$ cat src/rtl/laser_host.sv
// laser_host: host-side sequencer for the LASER circle-placement engine.
// Holds NSETS sets of NPTS (X,Y) points. For each set it pulses the engine
// reset, streams one point per cycle, waits for DONE (or a timeout), captures
// the two circle centres and presents them upstream on a valid/ready port.
// Build option: define LASER_HOST_SCORE_EN to compile in the coverage scorer
// (points within radius 4 of either centre); otherwise res_cover is 0.
module laser_host #(
  parameter int NPTS    = 40,
  parameter int NSETS   = 4,
  parameter int TIMEOUT = 65535
) (
  input  logic                     CLK,
  input  logic                     RST,
  input  logic                     ld_valid,
  input  logic [$clog2(NSETS)-1:0] ld_set,
  input  logic [5:0]               ld_idx,
  input  logic [3:0]               ld_x,
  input  logic [3:0]               ld_y,
  input  logic                     start,
  input  logic [$clog2(NSETS)-1:0] start_last,
  output logic                     busy,
  output logic                     eng_rst,
  output logic [3:0]               X,
  output logic [3:0]               Y,
  input  logic                     DONE,
  input  logic [3:0]               C1X,
  input  logic [3:0]               C1Y,
  input  logic [3:0]               C2X,
  input  logic [3:0]               C2Y,
  output logic                     res_valid,
  input  logic                     res_ready,
  output logic [$clog2(NSETS)-1:0] res_set,
  output logic [3:0]               res_c1x,
  output logic [3:0]               res_c1y,
  output logic [3:0]               res_c2x,
  output logic [3:0]               res_c2y,
  output logic [5:0]               res_cover,
  output logic                     res_err
);

  localparam int          SW       = $clog2(NSETS);
  localparam logic [5:0]  LAST_IDX = 6'(NPTS - 1);
  localparam logic [5:0]  NPTS_W   = 6'(NPTS);
  localparam logic [15:0] TO       = 16'(TIMEOUT);

  typedef enum logic [2:0] {
    S_IDLE,
    S_ERST,
    S_FEED,
    S_WAIT,
    S_SCORE,
    S_REPORT
  } state_t;

  state_t          state;
  logic [SW-1:0]   set;
  logic [SW-1:0]   last;
  logic [5:0]      idx;
  logic [15:0]     cnt;

  // Point memory; deliberately not reset so a reload is not needed after RST.
  logic [3:0] mem_x [NSETS][64];
  logic [3:0] mem_y [NSETS][64];
  logic [3:0] cur_x;
  logic [3:0] cur_y;

  // Load port: accepted only while idle and for in-range indices.
  always_ff @(posedge CLK) begin
    if (ld_valid && !busy && (ld_idx < NPTS_W)) begin
      mem_x[ld_set][ld_idx] <= ld_x;
      mem_y[ld_set][ld_idx] <= ld_y;
    end
  end

  // Current point of the active set, shared by the feeder and the scorer.
  always_comb begin
    cur_x = mem_x[set][idx];
    cur_y = mem_y[set][idx];
  end

  // Engine-facing outputs: point stream only during FEED, reset pulse in ERST.
  always_comb begin
    X       = '0;
    Y       = '0;
    eng_rst = RST || (state == S_ERST);
    if (state == S_FEED) begin
      X = cur_x;
      Y = cur_y;
    end
  end

  assign res_set = set;

`ifdef LASER_HOST_SCORE_EN
  logic [5:0] cover_q;
  logic       hit;

  function automatic logic [8:0] dist2(input logic [3:0] px, input logic [3:0] py,
                                       input logic [3:0] cx, input logic [3:0] cy);
    logic [8:0] dx;
    logic [8:0] dy;
    dx = {5'b0, ((px >= cx) ? (px - cx) : (cx - px))};
    dy = {5'b0, ((py >= cy) ? (py - cy) : (cy - py))};
    return (dx * dx) + (dy * dy);
  endfunction

  // A point is covered when it lies within radius 4 of either captured centre.
  always_comb begin
    hit = (dist2(cur_x, cur_y, res_c1x, res_c1y) <= 9'd16) ||
          (dist2(cur_x, cur_y, res_c2x, res_c2y) <= 9'd16);
  end

  assign res_cover = cover_q;
`else
  assign res_cover = '0;
`endif

  // Sequencer: one run walks sets 0..last through ERST/FEED/WAIT/(SCORE)/REPORT.
  always_ff @(posedge CLK or posedge RST) begin
    if (RST) begin
      state     <= S_IDLE;
      set       <= '0;
      last      <= '0;
      idx       <= '0;
      cnt       <= '0;
      busy      <= 1'b0;
      res_valid <= 1'b0;
      res_c1x   <= '0;
      res_c1y   <= '0;
      res_c2x   <= '0;
      res_c2y   <= '0;
      res_err   <= 1'b0;
`ifdef LASER_HOST_SCORE_EN
      cover_q   <= '0;
`endif
    end else begin
      case (state)
        S_IDLE: begin
          if (start) begin
            set   <= '0;
            last  <= start_last;
            busy  <= 1'b1;
            state <= S_ERST;
          end
        end
        S_ERST: begin
          idx   <= '0;
          state <= S_FEED;
        end
        S_FEED: begin
          if (idx == LAST_IDX) begin
            cnt   <= '0;
            state <= S_WAIT;
          end else begin
            idx <= idx + 6'd1;
          end
        end
        S_WAIT: begin
          // DONE takes priority over a timeout expiring in the same cycle.
          if (DONE) begin
            res_c1x <= C1X;
            res_c1y <= C1Y;
            res_c2x <= C2X;
            res_c2y <= C2Y;
            res_err <= 1'b0;
`ifdef LASER_HOST_SCORE_EN
            cover_q <= '0;
            idx     <= '0;
            state   <= S_SCORE;
`else
            res_valid <= 1'b1;
            state     <= S_REPORT;
`endif
          end else if (cnt == TO) begin
            res_c1x   <= '0;
            res_c1y   <= '0;
            res_c2x   <= '0;
            res_c2y   <= '0;
            res_err   <= 1'b1;
            res_valid <= 1'b1;
`ifdef LASER_HOST_SCORE_EN
            cover_q   <= '0;
`endif
            state     <= S_REPORT;
          end else begin
            cnt <= cnt + 16'd1;
          end
        end
`ifdef LASER_HOST_SCORE_EN
        S_SCORE: begin
          if (hit) begin
            cover_q <= cover_q + 6'd1;
          end
          if (idx == LAST_IDX) begin
            res_valid <= 1'b1;
            state     <= S_REPORT;
          end else begin
            idx <= idx + 6'd1;
          end
        end
`endif
        S_REPORT: begin
          if (res_ready) begin
            res_valid <= 1'b0;
            if (set == last) begin
              busy  <= 1'b0;
              state <= S_IDLE;
            end else begin
              set   <= set + SW'(1);
              state <= S_ERST;
            end
          end
        end
        default: begin
          state <= S_IDLE;
        end
      endcase
    end
  end

endmodule

$ cat config.mk
export PLATFORM = sky130hd
export DESIGN_NAME = laser_host
export DESIGN_NICKNAME = d
export VERILOG_FILES = /design/src/rtl/laser_host.sv
export SDC_FILE = /design/constraint.sdc
export NUM_CORES = 2
export LEC_CHECK = 0
export BUFFER_PORTS_ARGS = -buffer_cell sky130_fd_sc_hd__buf_4
export CORE_MARGIN = 1.5
export CORE_UTILIZATION = 60
export DETAILED_ROUTE_END_ITERATION = 12
export PLACE_DENSITY = 0.75
export RECOVER_POWER = 25
export SYNTH_ARGS = -nofsm -noshare
export SYNTH_HDL_FRONTEND = slang
export SYNTH_SLANG_ARGS = --single-unit
$ cat constraint.sdc
create_clock -name CLK -period 3.27 [get_ports CLK]
set_clock_uncertainty 0.2 [all_clocks]
set_input_delay 0.327 -clock CLK [delete_from_list [all_inputs] [get_ports CLK]]
set_output_delay 0.327 -clock CLK [all_outputs]
set_load 0.03 [all_outputs]
* Yosys cells after proc, flatten, opt, wreduce, memory -nomap -nowiden
Memory sizes are Yosys's and may differ from the RTL's.
Cells that the tools add are included.
** Storage, ports and cells
- Memories :: 2
- Logic and storage cells :: 101
- Memory bits (writable) :: 2048
- Bits in registers :: 48
- Output and inout port bits :: 36
** Memories
- mem_x :: depth 4, bits a word 256, read ports 1, clocked after Yosys merged registers in 0, wr ports 1, RTL line 62 : logic [3:0] mem_x [NSETS][64];
- mem_y :: depth 4, bits a word 256, read ports 1, clocked after Yosys merged registers in 0, wr ports 1, RTL line 63 : logic [3:0] mem_y [NSETS][64];
** Operators by class
- Reduce and logical (&&, ||, !) cells :: 19
- Bitwise operators :: 2
- Mux-type cells :: 43
- Add/subtract/negate cells :: 3
- Equality and inequality tests :: 16
- Magnitude comparators :: 4
** Operator list (count)
- two-way mux 256 bit :: 1
- binary-select mux 4 bit (select 6 bit) :: 2
- two-way mux 16 bit :: 3
- two-way mux 4 bit :: 12
- case mux 16 bit (2 select lines) :: 1
- demux 4 bit (select 6 bit) :: 1
- adder 16 x 1 -> 16 bit, second input constant :: 1
- equality test 16 bit, second input constant :: 1
- AND reduction 4 bit :: 4
- two-way mux 3 bit :: 5
- case mux 3 bit (5 select lines) :: 1
- greater-or-equal comparator 7 bit, second input constant :: 2
- != test 2 bit, second input constant :: 7
- inverter 6 -> 7 bit :: 2
- case mux 6 bit (2 select lines) :: 1
- nonzero test 2 bit :: 5
- two-way mux 1 bit :: 9
- < comparator 7 x 1 -> 1 bit, second input constant :: 1
- adder 6 x 1 -> 6 bit, second input constant :: 1
- equality test 3 x 2 -> 1 bit, second input constant :: 2
- equality test 6 bit, second input constant :: 1
- < comparator 6 bit, second input constant :: 1
- two-way mux 2 bit :: 3
- two-way mux 6 bit :: 1
- 14 further kinds :: 19

* Longest topological paths before layout
- Depth after elaboration :: 6
- Mapped depth :: 13
- Gate-level depth less buffers :: 7

* Worst setup path before layout
No wires, ideal clock.
- Path kind :: register to output
- Start point :: reg set[1] (netlist: res_set[1])
- End point :: out X[0]
- Cell stages (with the launch flop) :: 10
- Slack :: -0.531 ns
- Path buffers :: 4
- Arrival :: 3.274 ns
- Data required time :: 2.743 ns
- Path through :: dfrtp_1 -> buf_4 -> buf_2 -> buf_2 -> buf_2 -> nand2_1 -> a31oi_1 -> o22ai_1 -> or4_1 -> o311ai_0
** Between the ends
- Word-level cells in the longest chain between the ends :: 5
** Ends and longest elaborated chain
- start, declared :: RTL line 56 : logic [SW-1:0] set;
- start signal, assigned :: RTL line 209 : set <= set + SW'(1);
- memory read (4 x 256 bit)
- binary-select mux 4 bit (select 6 bit) :: RTL line 77 : cur_x = mem_x[set][idx];
- two-way mux 4 bit (not written as such) (2 in series) :: RTL line 77
- two-way mux 4 bit :: RTL line 86 : if (state == S_FEED) begin
- end, declared :: RTL line 23 : output logic [3:0] X,
Every way passes these cells. The select of a mux whose other input is x is not followed.

* Worst setup path after layout
- Start point :: reg set[0] (netlist: res_set[0])
- End point :: out X[3]
Same word-level chain as after synthesis.

==> metrics.md <==
| Metric | Value |
|---|---|
| Status | `finished, violations left` |
| Failing checks | `capacitance limit, slew limit, setup timing` |
| Top post-synthesis cells by area | `edfxtp_1 75%, mux4_2 14%, dfrtp_1 1.5%, mux2i_1 1.3%, nor2_1 1.1%` |
| Fin util | `around three quarters` |
| Remaining DRCs | `0` |
| Crit path DAT | `4.06 ns` |
| Worst Setup Path Type | `flop to primary output` |
| Depth of the CTS H-tree | `4` |
| Clock transition at the registers of the reported paths | `around 0.06 ns` |
| Die Area | `138,600 µm²` |
| Fin area | `99,880 µm²` |
| Logic pwr share | `21.7%` |
| Leak Pwr | `34.35 nW` |
| RSZ-0062 raised after global routing | `true` |
| Worst path required time | `2.74 ns` |
| Mapped cell area | `81,800 µm²` |
| Final setup violation count | `8` |
| Post-synthesis mux area share | `between 10% and 20%` |
| Slew Limit Fails | `786` |
| NumNets Final | `between 5,000 and 6,000` |
| Post-DP HPWL | `124.9 mm` |
| IO Count | `76` |
| Clock sinks | `2,096` |
| CTS tree | `yes` |
| Worst setup margin | `-1.314 ns` |
| Clock latency on the worst-skew pair | `0.81 ns` |
| Multi-input logic area | `roughly 21,000 µm²` |
| Total Routed Length | `203.8 mm` |
| Maximum fanout along the worst path | `5` |
| Global-route usage over all layers | `29.63%` |
| Rows | `135` |
| Clock power share | `33.2%` |
| Synth top area share | `75.19%` |
| Post-Synth Simple-Gate Area | `3.247%` |
| Final period util | `140.2%` |
| Final GP Congestion | `roughly 0.91` |
| Area added between synthesis and finish | `22.11%` |
| Final instance count without filler cells | `7,322` |
| Synth cell types | `67` |
| Vias | `44,370` |
| Largest vdd supply drop | `535.6 µV` |
| IO Port Bufs | `69` |
| Pre-CTS setup slack | `-1.100 ns` |
| Avg WL per Cell | `27.84 µm` |
| Vias in the first global route | `between 40,000 and 50,000` |
| Sequential cell area | `62,720 µm²` |
| Initial Utilization | `60.46%` |
| Initial antenna violation count | `5` |
| Sequential power share | `a little under half` |
| Synthesized flop and latch total | `2,096` |
| Min-Delay Path Class | `primary input to flop` |
| Grt ovf | `0` |
| Fin. Hold Viols | `0` |
| Die X | `around 370 µm` |
| Fillers | `around 7,300` |
| Compound-Gate Fraction of Synth Area | `2.403%` |
| Core ar. | `135,300 µm²` |
| Vias per cell | `6.059` |
| Post-synth ARST share | `around 2.3%` |
| Crit path launch type | `flop` |
| ANT nets after route | `0` |
| Synth area leader | `edfxtp_1` |
| Share of layout cells above drive strength 1 | `29.53%` |
| Adder-cell share of the synthesized area | `less than 1%` |
| Commonest non-fill, non-tap cells in the layout | `2,048 x edfxtp_1, 774 x conb_1, 580 x buf_4` |
| NetSw | `18.40 mW` |
| Worst-margin pin slew | `2.717 ns` |
| Post-synthesis xor/xnor area fraction | `0.2142%` |
| Final Hold Slack | `0.07950 ns` |
| Main flop type after synthesis | `edfxtp_1` |
| Bufs on Longest Clock Path | `3` |
| Drt first pass iters | `6` |
| Synth warnings | `0` |
| Slew Limit Headroom | `-81.11%` |
| Commonest non-fill, non-tap cell in the layout | `edfxtp_1` |
| Highest clock rate | `218.1 MHz` |
| Largest net degree at the start of global routing | `106` |
| CTS Buf Count | `201` |
| Synth Instances | `~3,900` |
| Critical Path Sink Type | `primary output` |
| Placed cells | `6,825` |
| P per Cell Area | `roughly 690 nW/µm²` |
| MaxCap Viol Count | `9` |
| Final worst path period need | `4.584 ns` |
| Int Pwr | `50.34 mW` |
| Dpl cell area | `between 90,000 and 100,000 µm²` |
| Clock Root Buffer | `clkbuf_16` |
| First-pass GRT wire length | `a little under 300 mm` |
| Main combinational cell family by area after synthesis | `multiplexers` |
| Net Sw Frac | `between 20% and 30%` |
| Initial drt markers | `6,007` |
| Post-synth EDFFs | `2,048` |
| Seq/Total Area, Yosys | `between 70 and 80%` |
| Mapped Avg Cell Area | `21.22 µm²` |
| Die height | `372.2 µm` |
[metal layers]
layer  vias to the layer above  track usage [%]  wire length (µm)
li1                      18350                -                 -
met1                     22800            39.55             72510
met2                      2674            48.38            102000
met3                       539            6.059             20740
met4                         4            11.97              8554
met5                         -                0                25
[cell usage after synthesis, types with 20 or more instances]
cell type  count
edfxtp_1    2048
buf_2         58
o22ai_1       29
a31oi_1       26
nand3_1       50
a21oi_1       44
nand2_1      144
mux2i_1      105
buf_4         45
mux4_2       508
nor2_1       235
a22o_1        20
clkbuf_1      79
dfrtp_1       48
buf_6         21
a22oi_1       30
o21ai_0       39
nor3_1        21
[registers in the layout, summed over array words and instances, names as in the netlist]
signal	flops
busy	1
cnt	16
idx	6
last	2
mem_x	1024
mem_y	1024
res_c1x	4
res_c1y	4
res_c2x	4
res_c2y	4
res_err	1
res_set	2
res_valid	1
state	3
[worst max-delay path, stage by stage (launching register included)]
cell       delay [ns]
dfrtp_4          0.52
buf_12           0.17
buf_12           0.12
buf_6            0.10
mux4_2           0.51
mux2i_2          0.20
buf_4            0.19
nor2_4           0.05
a2111oi_4        0.49
buf_4            0.23
nor4_2           0.05
a211o_1          0.37
buf_6            0.18
[power groups by stage]
stage	clock, mW	combinational (mW)	sequential, mW
after floorplan	0	7.21	31.5
final	22.8	14.9	31.0
after detailed placement	0	13.1	31.5
after global placement	0	13.0	31.4
after CTS	23.0	14.3	31.0
after global routing	24.0	15.5	31.1
[path summary, 6_finish.rpt]
kind | endpoint | depth (start not counted) | startpoint | slack [ns]
setup / recovery | X[3] | 12 | res_set[0] | -1.31
hold / removal | res_c2y[3] | 3 | C2Y[3] | 0.08
setup reg to reg | mem_x[0][215] | 4 | busy | 0.15
hold reg to reg | res_c1y[1] | 1 | res_c1y[1] | 0.31
max in group asynchronous | idx[1] | 3 | RST | 1.15
min in group asynchronous | last[1] | 3 | RST | 0.46
[cells by family (layout without fill, tap and decap cells)]
kind of cell	count (synthesis)	after routing
adders and majority gates	2	2
and+or+nand+nor	580	580
other	1	775
AOI/OAI and AO/OA	285	285
muxes	633	633
DFF	2096	2096
buffers and inverters	237	1150
xor gates and xnor gates	20	20
[stage by stage]
stage | setup TNS, ns | power [mW]
2_1_floorplan | -0.02369 | 38.75
5_1_grt | -12.20 | 70.56
3_3_place_gp | -4.520 | 44.39
4_1_cts | -10.13 | 68.26
6_report | -9.966 | 68.74
3_5_place_dp | -4.682 | 44.62
[timing repair]
item | 4_1_cts | 5_1_grt
pin swaps | 26 | 41
resized for setup | 99 | 87
endpoints found under the hold margin | 812 | 0
gates cloned | 3 | 1
hold buffers | 43 | 0
setup endpoints to repair | 8 | 8
setup buffers | 55 | 35
[area by class of cell]
type / count / area share (%)
diodes: 1 / 0.002505
clock buffers: 249 / 5.348
clock inverters: 124 / 1.142
inverters: 10 / 0.04009
multi-input cells: 2294 / 21.22
flip-flops and latches: 2096 / 62.80
well taps: 1781 / 2.231
repair buffers: 767 / 7.219
(Power assumes the default switching activity.)
